## config.mk

```make
export PLATFORM = sky130hd
export DESIGN_NAME = eth_ingress_arbiter
export DESIGN_NICKNAME = d
export VERILOG_FILES = /design/src/rtl/eth_ingress_arbiter.sv
export SDC_FILE = /design/constraint.sdc
export NUM_CORES = 1
export LEC_CHECK = 0
export ABC_AREA = 1
export CORE_AREA = 2 2 158 160
export DETAILED_ROUTE_END_ITERATION = 16
export DIE_AREA = 0 0 160 162
export PLACE_DENSITY = 0.63
export SYNTH_ARGS = -nofsm -noshare
export SYNTH_HDL_FRONTEND = slang
export SYNTH_SLANG_ARGS = --single-unit
export TNS_END_PERCENT = 50
```

## constraint.sdc

```tcl
create_clock -name clk -period 3.6 [get_ports clk]
set_input_delay 0.72 -clock clk [delete_from_list [all_inputs] [get_ports clk]]
set_output_delay 0.72 -clock clk [all_outputs]
set_load 0.005 [all_outputs]
```

## src/rtl/eth_ingress_arbiter.sv

```systemverilog
// Frame-atomic round-robin arbiter that merges NUM_PORTS AXI-Stream sources
// onto the single ingress port of the ethernet frame parser.
//
// state | meaning
// IDLE  | no frame in flight; pick the next requester circularly from rr_ptr
// BUSY  | granted source passed straight through until its tlast handshake
module eth_ingress_arbiter #(
  parameter int NUM_PORTS  = 4,
  parameter int DATA_WIDTH = 64,
  parameter int CNT_WIDTH  = 16,
  parameter int ID_WIDTH   = $clog2(NUM_PORTS)
) (
  input  logic                            clk,
  input  logic                            rst_n,
  input  logic [NUM_PORTS*DATA_WIDTH-1:0] s_axis_tdata,
  input  logic [NUM_PORTS-1:0]            s_axis_tvalid,
  input  logic [NUM_PORTS-1:0]            s_axis_tlast,
  output logic [NUM_PORTS-1:0]            s_axis_tready,
  output logic [DATA_WIDTH-1:0]           m_axis_tdata,
  output logic                            m_axis_tvalid,
  output logic                            m_axis_tlast,
  input  logic                            m_axis_tready,
  output logic [ID_WIDTH-1:0]             m_axis_tid,
  input  logic [NUM_PORTS-1:0]            port_enable,
  output logic                            busy,
  output logic [NUM_PORTS*CNT_WIDTH-1:0]  frame_count
);

  typedef enum logic {IDLE = 1'b0, BUSY = 1'b1} state_t;

  state_t               state_q, state_d;
  logic [ID_WIDTH-1:0]  grant_q, grant_d;
  logic [ID_WIDTH-1:0]  rr_ptr_q;
  logic [ID_WIDTH-1:0]  pick;
  logic                 pick_vld;
  logic [NUM_PORTS-1:0] req;
  logic                 frame_end;
  logic [CNT_WIDTH-1:0] cnt_q [NUM_PORTS];

  assign req = s_axis_tvalid & port_enable;

  // First requester at or after rr_ptr, wrapping around the port range.
  always_comb begin
    pick     = '0;
    pick_vld = 1'b0;
    for (int k = 0; k < NUM_PORTS; k++) begin
      if (!pick_vld && req[(int'(rr_ptr_q) + k) % NUM_PORTS]) begin
        pick     = ID_WIDTH'((int'(rr_ptr_q) + k) % NUM_PORTS);
        pick_vld = 1'b1;
      end
    end
  end

  always_ff @(posedge clk) begin
    if (!rst_n) begin
      state_q  <= IDLE;
      grant_q  <= '0;
      rr_ptr_q <= '0;
    end else begin
      state_q <= state_d;
      grant_q <= grant_d;
      if (frame_end) begin
        rr_ptr_q <= (grant_q == ID_WIDTH'(NUM_PORTS - 1)) ? '0 : grant_q + 1'b1;
      end
    end
  end

  always_comb begin
    state_d = state_q;
    grant_d = grant_q;
    case (state_q)
      IDLE: begin
        if (pick_vld) begin
          state_d = BUSY;
          grant_d = pick;
        end
      end
      BUSY: begin
        if (frame_end) state_d = IDLE;
      end
    endcase
  end

  // Zero-latency pass-through of the granted source; nothing is buffered.
  always_comb begin
    m_axis_tdata  = '0;
    m_axis_tvalid = 1'b0;
    m_axis_tlast  = 1'b0;
    m_axis_tid    = grant_q;
    s_axis_tready = '0;
    busy          = 1'b0;
    if (state_q == BUSY) begin
      m_axis_tdata           = s_axis_tdata[int'(grant_q)*DATA_WIDTH +: DATA_WIDTH];
      m_axis_tvalid          = s_axis_tvalid[grant_q];
      m_axis_tlast           = s_axis_tlast[grant_q];
      s_axis_tready[grant_q] = m_axis_tready;
      busy                   = 1'b1;
    end
  end

  assign frame_end = busy & m_axis_tvalid & m_axis_tready & m_axis_tlast;

  always_ff @(posedge clk) begin
    if (!rst_n) begin
      for (int i = 0; i < NUM_PORTS; i++) cnt_q[i] <= '0;
    end else if (frame_end && (cnt_q[grant_q] != '1)) begin
      cnt_q[grant_q] <= cnt_q[grant_q] + 1'b1;
    end
  end

  for (genvar i = 0; i < NUM_PORTS; i++) begin : g_cnt
    assign frame_count[i*CNT_WIDTH +: CNT_WIDTH] = cnt_q[i];
  end

endmodule

```

# After elaboration in Yosys (flattened, before gate mapping)

Memories as Yosys holds them, arrays and structs flattened. A register that Yosys moved wholly into a read port is not among the register bits.
Cells that the tools add are included.

Bits in registers: 5
Memory bits (writable): 64
Input port bits: 271
Output and inout port bits: 137
Logic and storage cells: 83
Memories kept: 1

Add/subtract/negate cells: 5
Order comparisons: 6
Eq/ne operators: 2
Shifts and indexed selects: 1
Multiplexer cells: 43
Bitwise logic cells: 9
Reduce and logical (&&, ||, !) cells: 13

Memory list:

| name  | words | bits a word | rd ports | clocked after Yosys merged registers in | wr ports | RTL line | source |
|---|---|---|---|---|---|---|---|
| cnt_q | 4     | 16          | 5        | 1                                       | 4        | 38       | `logic [CNT_WIDTH-1:0] cnt_q [NUM_PORTS];` |

Operator list:

| cell                                                                                | number |
|---|---|
| 256-bit by 9-bit indexed part select with 64-bit output                             | 1 |
| 64-bit 2-to-1 mux                                                                   | 1 |
| 1-bit 2-to-1 mux                                                                    | 24 |
| 16-bit by 1-bit adder with 16-bit output, second input constant                     | 1 |
| 16-bit 2-to-1 mux                                                                   | 1 |
| 2-bit 2-to-1 mux                                                                    | 8 |
| 16-bit inequality test, second input constant                                       | 1 |
| 16-bit OR reduction                                                                 | 1 |
| 1-bit binary-select mux with 2-bit select                                           | 6 |
| 3-bit by 4-bit less-than comparator with 1-bit output, second input constant        | 3 |
| 4-bit bitwise AND                                                                   | 2 |
| 2-bit by 3-bit less-than comparator with 1-bit output, second input constant        | 2 |
| 2-bit OR reduction                                                                  | 3 |
| 1-bit logical AND                                                                   | 5 |
| 2-bit by 1-bit adder with 2-bit output, second input constant                       | 2 |
| 2-bit adder, second input constant                                                  | 2 |
| 4-bit 2-to-1 mux                                                                    | 1 |
| 1-bit bitwise AND                                                                   | 3 |
| 1-bit bitwise AND, first input constant                                             | 3 |
| 1-bit zero test                                                                     | 3 |
| 1-bit demux with 2-bit select                                                       | 1 |
| 2-bit equality test, second input constant                                          | 1 |
| 2-bit by 1-bit greater-or-equal comparator with 1-bit output, second input constant | 1 |
| 1-bit case mux with 2 select lines                                                  | 1 |
| 2 further kinds                                                                     | 2 |

# Depth between registers and ports, before layout

Depth in word-level cells: 17
Depth in mapped cells: 18
Gate-level depth less buffers: 15

# Worst setup path after synthesis

No wires, ideal clock.

Path type: reg-to-reg
Start point: register (tool-made name)
End point: memory cnt_q[3][0] (enable)
Library setup time: 0.411 ns
Arrival time: 2.674 ns
Data required time: 3.189 ns
Path slack: 0.515 ns
Stages on the path, launching flop included: 16
Buffers on the path: 2
Period minus slack after synthesis: 3.085 ns
Cells stage by stage: dfxtp_1 buf_6 inv_6 buf_6 nor2_1 nor2_1 o21ai_1 nand2_2 ha_1 nand3_1 nor2_2 inv_2 nor2_2 nand2_2 nand2_4 o21ai_0

RTL lines:

| what      | RTL line |
|---|---|
| to (decl) | 38 |

# Worst setup path in the final report

Start point: register grant_q[1] (netlist: m_axis_tid[1])
End point: output m_axis_tdata[42]

Cells in the longest elaborated chain, start to end: 2

Ends and longest elaborated chain:

| what                                                    | RTL line | source |
|---|---|---|
| from (decl)                                             | 32       | `logic [ID_WIDTH-1:0] grant_q, grant_d;` |
| from (signal assigned)                                  | 61       | `grant_q <= grant_d;` |
| 256-bit by 9-bit indexed part select with 64-bit output | 93       | `m_axis_tdata = s_axis_tdata[int'(grant_q)*DATA_WIDTH +: DATA_WIDTH];` |
| 64-bit 2-to-1 mux                                       | 92       | `if (state_q == BUSY) begin` |
| to (decl)                                               | 19       | `output logic [DATA_WIDTH-1:0] m_axis_tdata,` |

No other way between the ends.

==> run metrics <==
drt initial violations 645; Routed Antenna Nets 0; cts-stage hold buffer count 0; Port Buf Inserts 407; Clock Root Buffer clkbuf_16; pin count of the biggest net entering global routing 72; leakage power 4.32 nW; most frequent cells in the layout 407 x clkdlybuf4s50_1, 343 x nor2_1, 169 x nand2_1; cell chain of the critical path inv_2 -> buf_12 -> nor2_1 -> o21ai_0 -> a21oi_1 -> clkdlybuf4s50_1; num ports 408; Starting Density 0.266; Hold Path Class register to register; skew final 0.0105 ns; Worst-path clk slew 0.05 ns; Syn Nets 1283; commonest non-fill, non-tap cell in the layout clkdlybuf4s50_1; Netlist Area Pre-Place 6400 um^2; unrepaired setup endpoints after global routing no; relative slew slack 0.516; DRC violations left 0; dpl ws 0.468 ns; post_cts resized 0; synth unique cells 38; worst slew pin tran 0.725 ns; GRT Overall Usage 0.241; PD cells 462 nW/um^2; Critical Path Sink Type primary output; post-DP HPWL 25700 um; crit path max fanout 35; final worst path period share 0.947; status finished, final reports clean; Sequential Area 2070 um^2; Vias/cell 4.75; htree depth 3; Slowest-stage cell, CP dfxtp_2; crit path time final 3.41 ns; synthesized area per cell 6.36 um^2; worst path required time 2.88 ns; Highest Clock Rate 293 MHz; CP Class register to primary output; Die Wd 160 um; CTS Buf Count 9; Pre-antenna DRT Iters 5; number of global-route vias before repair 7965; Final #Nets 1654; Routed WL 32600 um; reg2reg setup slack 0.87 ns; GPL Wtd Cong 0.939; setup bufs post-CTS 0; Worst Setup Start Kind register; Fin. Hold Viols 0; Final Max Slew Viols 0; Worst EP arrival 2.69 ns; Cells after Synth 1007; CTS tree yes; setup_tns 0 ns; Congestion Overflow GR 0; initial antenna violation count 5; Fillers 2517; core region area 24100 um^2; FF+latch count, synth 71; layout cells sized above 1 0.0644; Warnings, synthesis 0; die span in y 162 um; Peak supply drop 209 uV; CTS Sinks 71; via count 8122; PnR worst setup slack 0.190 ns; setup violators final 0; Max stage delay on crit path 0.60 ns; Seq/Total Area, Yosys 0.322; first-pass GRT wire length 47400 um; DIE AREA 25900 um^2; area of the multi-input gates 3810 um^2; CTS max path bufs 2; Clock Latency Late Sink 0.34 ns; Layout area overhead 73.3%; # rows 57; # Max-Cap Violations 0; mean routed wirelength per cell 19.1 um
worst max-delay path, delay by kind of cell (launching register included):
kind | cells | cell delay [ns]
AND/OR/NAND/NOR | 1 | 0.26
flip-flops | 1 | 0.60
buffers and inverters | 3 | 1.01
AO/OA/AOI/OAI | 2 | 0.44
sequential cells by signal, indices dropped and copies added, names as in the netlist, named ones only:
signal	count
cnt_q	64
m_axis_tid	2
rr_ptr_q	2
state_q	1
power by group:
| part | internal (W) | leakage [nW] | switching (W) |
|---|---|---|---|
| registers | 0.000959 | 0.720 | 0.0000853 |
| logic | 0.00126 | 3.43 | 0.00175 |
| clock network | 0.000741 | 0.171 | 0.000334 |
cells in the mapped netlist (all sizes together):
master  number  share of area
clkinv       1        0.00078
dfxtp        7          0.022
a32oi        1         0.0025
nor2       363           0.23
buf         32          0.036
inv         38          0.023
edfxtp      64           0.30
nand3       42          0.038
nand2      181           0.11
nand3b       1         0.0012
o21ai      145           0.11
a21oi       72          0.056
xor2         7          0.011
ha           5         0.0098
a211oi       1         0.0012
nand4        3         0.0076
nor3         1         0.0016
o211ai       2         0.0023
xnor2        2         0.0027
clkbuf      38          0.022
o21a         1         0.0012
layout make-up:
type,instances,area share
antenna,4,0.000902
clock inverter,7,0.0122
clock buffer,9,0.0203
multi-input combinational,827,0.344
sequential,71,0.186
inverter,39,0.0139
timing repair buffer,430,0.386
tap,324,0.0365
cells by family (layout without fill, tap and decap cells):
kind of cell	Yosys count	in the layout	share of synthesized area
and+or+nand+nor	591	591	0.396
AOI/OAI and AO/OA	222	222	0.177
buffers and inverters	109	485	0.0819
DFF	71	71	0.322
xor gates and xnor gates	9	9	0.0135
adders and majority gates	5	5	0.00977
other	0	4	0
stage by stage:
stage,power (W),hold slack (ns),area [um^2],utilization,instances
CTS,0.00515,0.564,11100,0.460,1707
global placement,0.00405,0.547,10700,0.445,1691
detailed placement,0.00405,0.555,10700,0.445,1691
finish,0.00513,0.559,11100,0.460,1711
floorplan,0.00272,0.487,6400,-,1007
global route,0.00549,0.582,11100,0.460,1710
routing by layer:
layer | GRT usage | routed length [um] | up-vias
li1 | - | - | 4023
met1 | 0.276 | 12600 | 3683
met2 | 0.426 | 16200 | 362
met3 | 0.0781 | 3000 | 52
met4 | 0.0753 | 853 | 2
met5 | 0 | 19 | -
final timing paths:
kind | startpoint | endpoint | cells after the start
min reg2reg | state_q | state_q | 2
max | m_axis_tid[1] | m_axis_tdata[42] | 6
max reg2reg | register | cnt_q[1][9] | 15
min | state_q | state_q | 2
(Power assumes the default switching activity.)
